`config.mk`:
```
export PLATFORM = sky130hd
export DESIGN_NAME = switch_bounce_gen
export DESIGN_NICKNAME = d
export VERILOG_FILES = /design/src/rtl/switch_bounce_gen.sv
export SDC_FILE = /design/constraint.sdc
export NUM_CORES = 1
export LEC_CHECK = 0
export CORE_MARGIN = 8
export CORE_UTILIZATION = 57
export CTS_BUF_LIST = sky130_fd_sc_hd__clkbuf_4
export CTS_CLUSTER_SIZE = 30
export DETAILED_ROUTE_END_ITERATION = 16
export PLACE_DENSITY = 0.78
export SYNTH_ARGS = -nofsm -noshare
export SYNTH_HDL_FRONTEND = slang
export SYNTH_SLANG_ARGS = --single-unit
```
`constraint.sdc`:
```
create_clock -name clk -period 2.2 [get_ports clk]
set_input_delay 0.66 -clock clk [delete_from_list [all_inputs] [get_ports clk]]
set_output_delay 0.66 -clock clk [all_outputs]
set_load 0.02 [all_outputs]
```
`src/rtl/switch_bounce_gen.sv`:
```
// Switch-bounce emulator: turns a clean requested level into a bouncy
// switch waveform (first contact, LFSR-paced chatter, then a stable level).
module switch_bounce_gen #(
    parameter int          TICK_M       = 50_000,
    parameter int          BOUNCE_TICKS = 8,
    parameter logic [15:0] LFSR_SEED    = 16'hACE1
) (
    input  logic clk,
    input  logic reset,
    input  logic level_in,
    output logic sw_out,
    output logic busy,
    output logic done
);

    localparam int TW = $clog2(TICK_M);
    localparam int BW = $clog2(BOUNCE_TICKS + 1);

    localparam logic [TW-1:0] TICK_LAST = TW'(TICK_M - 1);
    localparam logic [BW-1:0] BNC_LAST  = BW'(BOUNCE_TICKS - 1);

    // An all-zero Galois LFSR would lock up, so a zero seed is replaced.
    localparam logic [15:0] SEED = (LFSR_SEED == 16'h0000) ? 16'h0001 : LFSR_SEED;
    localparam logic [15:0] MASK = 16'hB400;

    typedef enum logic {
        IDLE,
        BOUNCE
    } state_t;

    state_t        state, state_nx;
    logic          stable_level, stable_level_nx;
    logic          target, target_nx;
    logic [TW-1:0] tick_cnt, tick_cnt_nx;
    logic [BW-1:0] bnc_cnt, bnc_cnt_nx;
    logic [15:0]   lfsr, lfsr_nx;
    logic          sw_out_nx;
    logic          done_nx;

    logic          tick;
    logic [15:0]   lfsr_step;

    assign busy      = (state == BOUNCE);
    assign tick      = (state == BOUNCE) && (tick_cnt == TICK_LAST);
    assign lfsr_step = {1'b0, lfsr[15:1]} ^ (lfsr[0] ? MASK : 16'h0000);

    // State register and all datapath registers.
    always_ff @(posedge clk or posedge reset) begin
        if (reset) begin
            state        <= IDLE;
            stable_level <= 1'b0;
            target       <= 1'b0;
            tick_cnt     <= '0;
            bnc_cnt      <= '0;
            lfsr         <= SEED;
            sw_out       <= 1'b0;
            done         <= 1'b0;
        end else begin
            state        <= state_nx;
            stable_level <= stable_level_nx;
            target       <= target_nx;
            tick_cnt     <= tick_cnt_nx;
            bnc_cnt      <= bnc_cnt_nx;
            lfsr         <= lfsr_nx;
            sw_out       <= sw_out_nx;
            done         <= done_nx;
        end
    end

    // Next-state and next-output logic; a level change restarts the window
    // and wins over a coincident tick.
    always_comb begin
        state_nx        = state;
        stable_level_nx = stable_level;
        target_nx       = target;
        tick_cnt_nx     = '0;
        bnc_cnt_nx      = bnc_cnt;
        lfsr_nx         = lfsr;
        sw_out_nx       = sw_out;
        done_nx         = 1'b0;

        unique case (state)
            IDLE: begin
                sw_out_nx = stable_level;
                if (level_in != stable_level) begin
                    target_nx  = level_in;
                    sw_out_nx  = level_in;
                    bnc_cnt_nx = '0;
                    state_nx   = BOUNCE;
                end
            end
            BOUNCE: begin
                tick_cnt_nx = tick ? '0 : tick_cnt + 1'b1;
                if (level_in != target) begin
                    target_nx   = level_in;
                    sw_out_nx   = level_in;
                    tick_cnt_nx = '0;
                    bnc_cnt_nx  = '0;
                end else if (tick && (bnc_cnt < BNC_LAST)) begin
                    sw_out_nx  = lfsr[0];
                    lfsr_nx    = lfsr_step;
                    bnc_cnt_nx = bnc_cnt + 1'b1;
                end else if (tick) begin
                    sw_out_nx       = target;
                    stable_level_nx = target;
                    done_nx         = 1'b1;
                    state_nx        = IDLE;
                end
            end
            default: begin
                state_nx = IDLE;
            end
        endcase
    end

endmodule
```
; ---- Word-level counts from Yosys, hierarchy flattened
; Cells that the tools add are included.
[classes]
add_sub_neg = 2
order_cmp = 1
eq_ne = 7
n_mux = 25
bitwise_logic = 4
n_reduce_logical = 6
[ops]
columns = operator, n
row1 = two-way mux 16 bit, 4
row2 = "adder 16 x 1 -> 16 bit, second input constant", 1
row3 = "== test 16 bit, second input constant", 1
row4 = bitwise XOR 15 x 16 -> 16 bit, 1
row5 = two-way mux 1 bit, 14
row6 = two-way mux 4 bit, 3
row7 = case mux 4 bit (2 select lines), 1
row8 = case mux 1 bit (2 select lines), 3
row9 = "adder 4 x 1 -> 4 bit, second input constant", 1
row10 = "less-than comparator 4 x 3 -> 1 bit, second input constant", 1
row11 = "!= test 4 x 1 -> 1 bit, second input constant", 1
row12 = AND reduction 2 bit, 2
row13 = AND reduction 4 bit, 1
row14 = "!= test 3 x 1 -> 1 bit, second input constant", 1
row15 = inverter 1 bit, 3
row16 = AND reduction 3 bit, 1
row17 = logical AND 1 bit, 2
row18 = != test 1 bit, 2
row19 = "!= test 2 x 1 -> 1 bit, second input constant", 1
row20 = "!= test 2 bit, second input constant", 1
[word_totals]
reg_bits = 41
input_bits = 3
out_inout_bits = 3
word_cells = 53

; ---- Depth between registers and ports, before layout
[logic_depth]
depth_word = 6
ltp_mapped = 6
depth_no_buf = 5

; ---- Worst setup path after synthesis
; OpenSTA, ideal clock, no wires.
[synth_path]
kind = register to register
start = register tick_cnt[4]
end = register lfsr[1]
setup_ps = 125
t_arrival_ps = 2270
required_ps = 2075
slack_ps = -195
path_stages_with_launch = 6
path_buffers = 1
synth_period_minus_slack_ps = 2395
path_cell_list = dfrtp_1 > or4b_4 > or4_4 > nor3_4 > buf_8 > mux2_4
[synth_via]
elab_chain_len = 4
[synth_lines]
columns = item, line
row1 = from (decl), 34  ; logic [TW-1:0] tick_cnt, tick_cnt_nx;
row2 = from (signal assigned), 62  ; tick_cnt <= tick_cnt_nx;
row3 = == test 16 bit, 44  ; assign tick = (state == BOUNCE) && (tick_cnt == TICK_LAST);
row4 = logical AND 1 bit, 44
row5 = logical AND 1 bit, 99  ; end else if (tick && (bnc_cnt < BNC_LAST)) begin
row6 = AND reduction 3 bit (no line), n/a
row7 = to (signal assigned), 64  ; lfsr <= lfsr_nx;
row8 = to (decl), 36  ; logic [15:0] lfsr, lfsr_nx;
; No other way between the ends.
; A chain may end at the register's enable or synchronous reset.

; ---- Final worst setup path
[layout_path]
start = register tick_cnt[4]
end = register lfsr[14]
; Same word-level chain as after synthesis.

==> summary.md <==
| Metric | Value |
|---|---|
| Antenna violations before repair | `0` |
| Pin slew with the least headroom to its limit | `0.524 ns` |
| Worst setup EP type | `flip-flop` |
| Max Clock Skew | `0.0106 ns` |
| YS warnings | `0` |
| Critical Path RT | `2.44 ns` |
| Top Ports | `6` |
| WHS | `around 0.53 ns` |
| Fin util | `0.697` |
| First-pass GRT wire length | `6600 µm` |
| Power per cell area | `524 nW/µm²` |
| Die height | `~75 µm` |
| Crit-path cells | `or4b_4, or4_4, nor3_4, buf_6, mux2_4` |
| Core Box Area | `about 3300 µm²` |
| Max_cap viols | `0` |
| Failing checks | `setup timing` |
| Final worst path period need | `~2.3 ns` |
| Primary FF master, synth | `dfrtp_1` |
| Initial Util | `0.595` |
| VDD IR max | `around 380 µV` |
| Clk buf depth | `2` |
| Post-layout net count | `between 200 and 250` |
| Fraction of layout cells with a size suffix above 1 | `0.307` |
| Worst skew pair latency | `0.35 ns` |
| Post-synth EDFFs | `0` |
| Synthesized Nets | `176` |
| Register area share after synthesis | `0.522` |
| Worst reg2reg path startpoint | `tick_cnt[4]` |
| Critical Path Max Stage Delay | `around 0.56 ns` |
| Gate Count Post-Synth | `roughly 170` |
| Syn-to-layout area delta | `17.3%` |
| Slew margin rel. | `0.648` |
| Maximum fanout along the worst path | `7` |
| Vias per std cell | `5.76` |
| Worst setup margin | `-0.0786 ns` |
| Residual DRC | `0` |
| Cell Rows | `21` |
| Async set-reset flop share out of synthesis | `1.00` |
| Leakage power | `between 1 and 1.5 nW` |
| Synth cell types | `39` |
| CTS tree | `yes` |
| Max-slew violation count | `0` |
| Fmax | `between 0.4 and 0.5 GHz` |
| Post-Syn Area | `around 2000 µm²` |
| Status | `finished, violations left` |
| Final WL | `3820 µm` |
| RSZ-0062 raised after global routing | `true` |
| Fillers | `between 200 and 300` |
| Antenna-violating nets left | `0` |
| Antenna cell count | `0` |
| Crit. Startpoint | `tick_cnt[4]` |
| Iter 0 DRT Violations | `96` |
| Crit path kind | `flip-flop to flip-flop` |
| Detailed Routing Iterations Pass 1 | `4` |
| Sink Count | `41` |
| Fin. Hold Viols | `0` |
| Die width | `~75 µm` |
| Yosys reg bits | `41` |
| Port buffer count | `5` |
| # setup viols final | `16` |
| Vias | `around 1,400` |
| Final Cycle Share | `1.04` |
| HPWL Detailed | `between 2000 and 3000 µm` |
| Clock slew at reported path FFs | `between 0.1 and 0.15 ns` |
| Avg Cell Area, Syn | `11.7 µm²` |
| H-tree Lvls | `2` |
| WL/cell | `about 15 µm` |
| Worst path arrival time | `2.51 ns` |
| Worst min-delay path class | `flip-flop to flip-flop` |
| Setup TNS | `-0.838 ns` |
| Vias in the first global route | `1,377` |
| CTS buffer count | `5` |
| Startpoint types | `flip-flop` |
| Largest net degree at the start of global routing | `42` |
| Die area | `approximately 5600 µm²` |
| Clk root buf | `clkbuf_4` |
| Placer Congestion | `slightly below 0.8` |
| Max stage delay cell, worst path | `or4_4` |
| Global Route Usage Sum | `0.159` |
| Total gr overflow | `0` |
| Hold_sp | `lfsr[9]` |
-- critical path: cells and delay by family (launching register included) --
family	cells	cell delay (ns)
simple gates	3	1.26
buf+inv	1	0.18
flops	1	0.41
mux	1	0.31
-- Yosys cell counts, types with 2 or more instances --
cell	count	area, µm²
a21oi_1	4	20.0
and3_1	2	12.5
mux2_4	10	150
xor2_1	7	61.3
nand4_1	4	25.0
dfstp_2	8	210
nand4b_1	2	17.5
inv_1	4	15.0
dfrtp_1	33	826
ha_1	4	50.1
nor3_1	3	15.0
nor4_1	6	37.5
mux2_2	8	90.1
and4_1	2	17.5
nor2_1	18	67.6
nand2_1	9	33.8
nand3_1	7	35.0
clkbuf_1	2	7.51
or4_1	3	22.5
o21ai_0	4	20.0
o211ai_1	2	15.0
xnor2_1	10	87.6
-- per-stage QoR --
step           cell area [µm²]  power (mW)  instances  worst slack (ns)
6_report                  2330        1.22        248           -0.0786
5_1_grt                   2330        1.28        248            -0.109
4_1_cts                   2310        1.24        248           -0.0800
3_5_place_dp              2250       0.884        240            -0.141
3_3_place_gp              2250       0.878        240           -0.0800
2_1_floorplan             1980       0.841        169            -0.195
-- cells in the final DEF, fill, tap and decap left out, types with 3 or more instances in the layout --
cell / Yosys / final
dfrtp_1: 33 / 32
buf_4: 0 / 22
nor2_1: 18 / 18
mux2_4: 10 / 14
xnor2_1: 10 / 10
nand2_1: 9 / 9
dfstp_2: 8 / 8
nand3_1: 7 / 7
xor2_1: 7 / 7
nor4_1: 6 / 6
clkbuf_4: 0 / 5
clkdlybuf4s50_1: 0 / 5
nand4_1: 4 / 4
o21ai_0: 4 / 4
mux2_2: 8 / 4
inv_1: 4 / 4
a21oi_1: 4 / 4
ha_1: 4 / 4
nor3_1: 3 / 3
-- power by group --
| group | internal (mW) | leakage, nW | switching (mW) |
|---|---|---|---|
| sequential | 0.766 | 0.531 | 0.0157 |
| clock | 0.116 | 0.0300 | 0.233 |
| combinational | 0.0373 | 0.469 | 0.0521 |
-- timing repair --
item	4_1_cts	5_1_grt
endpoints found under the hold margin	0	0
resized for setup	5	4
setup buffers	0	0
setup endpoints to repair	15	19
hold buffers	0	0
-- layer usage --
metal  global-route usage  share of wire  routed length (µm)
met3               0.0533          0.042                 162
met4               0.0609          0.021                  82
met1                0.182           0.44                1670
met2                0.268           0.50                1910
met5                    0              0                   0
-- area by class of cell --
cell class	count	area (µm²)	area share
Sequential cell	41	1040	0.446
Multi-Input combinational cell	120	930	0.399
Timing Repair Buffer	29	238	0.102
Tap cell	46	57.6	0.0247
Clock buffer	5	37.5	0.0161
Inverter	4	15.0	0.00645
Clock inverter	3	12.5	0.00538
-- state kept, by name, indices dropped and copies added (netlist names) --
name / cells
lfsr: 16
tick_cnt: 16
bnc_cnt: 4
busy: 1
done: 1
stable_level: 1
sw_out: 1
target: 1
-- final timing paths --
| kind | to | slack (ns) | cells after the start |
|---|---|---|---|
| hold / removal | lfsr[9] | 0.53 | 1 |
| setup / recovery | lfsr[14] | -0.08 | 5 |
| hold reg to reg | lfsr[9] | 0.53 | 1 |
| setup reg to reg | lfsr[14] | -0.08 | 5 |
| max in group asynchronous | lfsr[0] | 1.11 | 3 |
| min in group asynchronous | lfsr[9] | 0.71 | 3 |
-- cell families (layout without fill, tap and decap cells) --
| family | after synthesis | count (layout) | synth area share |
|---|---|---|---|
| AND/OR/NAND/NOR | 64 | 64 | 0.182 |
| flip-flops | 41 | 41 | 0.522 |
| multiplexers | 18 | 18 | 0.121 |
| AO/OA/AOI/OAI | 17 | 17 | 0.0542 |
| XOR/XNOR | 17 | 17 | 0.0750 |
| buffers and inverters | 8 | 41 | 0.0208 |
| adder cells (fa/ha/maj) | 4 | 4 | 0.0252 |
(Power assumes the default switching activity.)
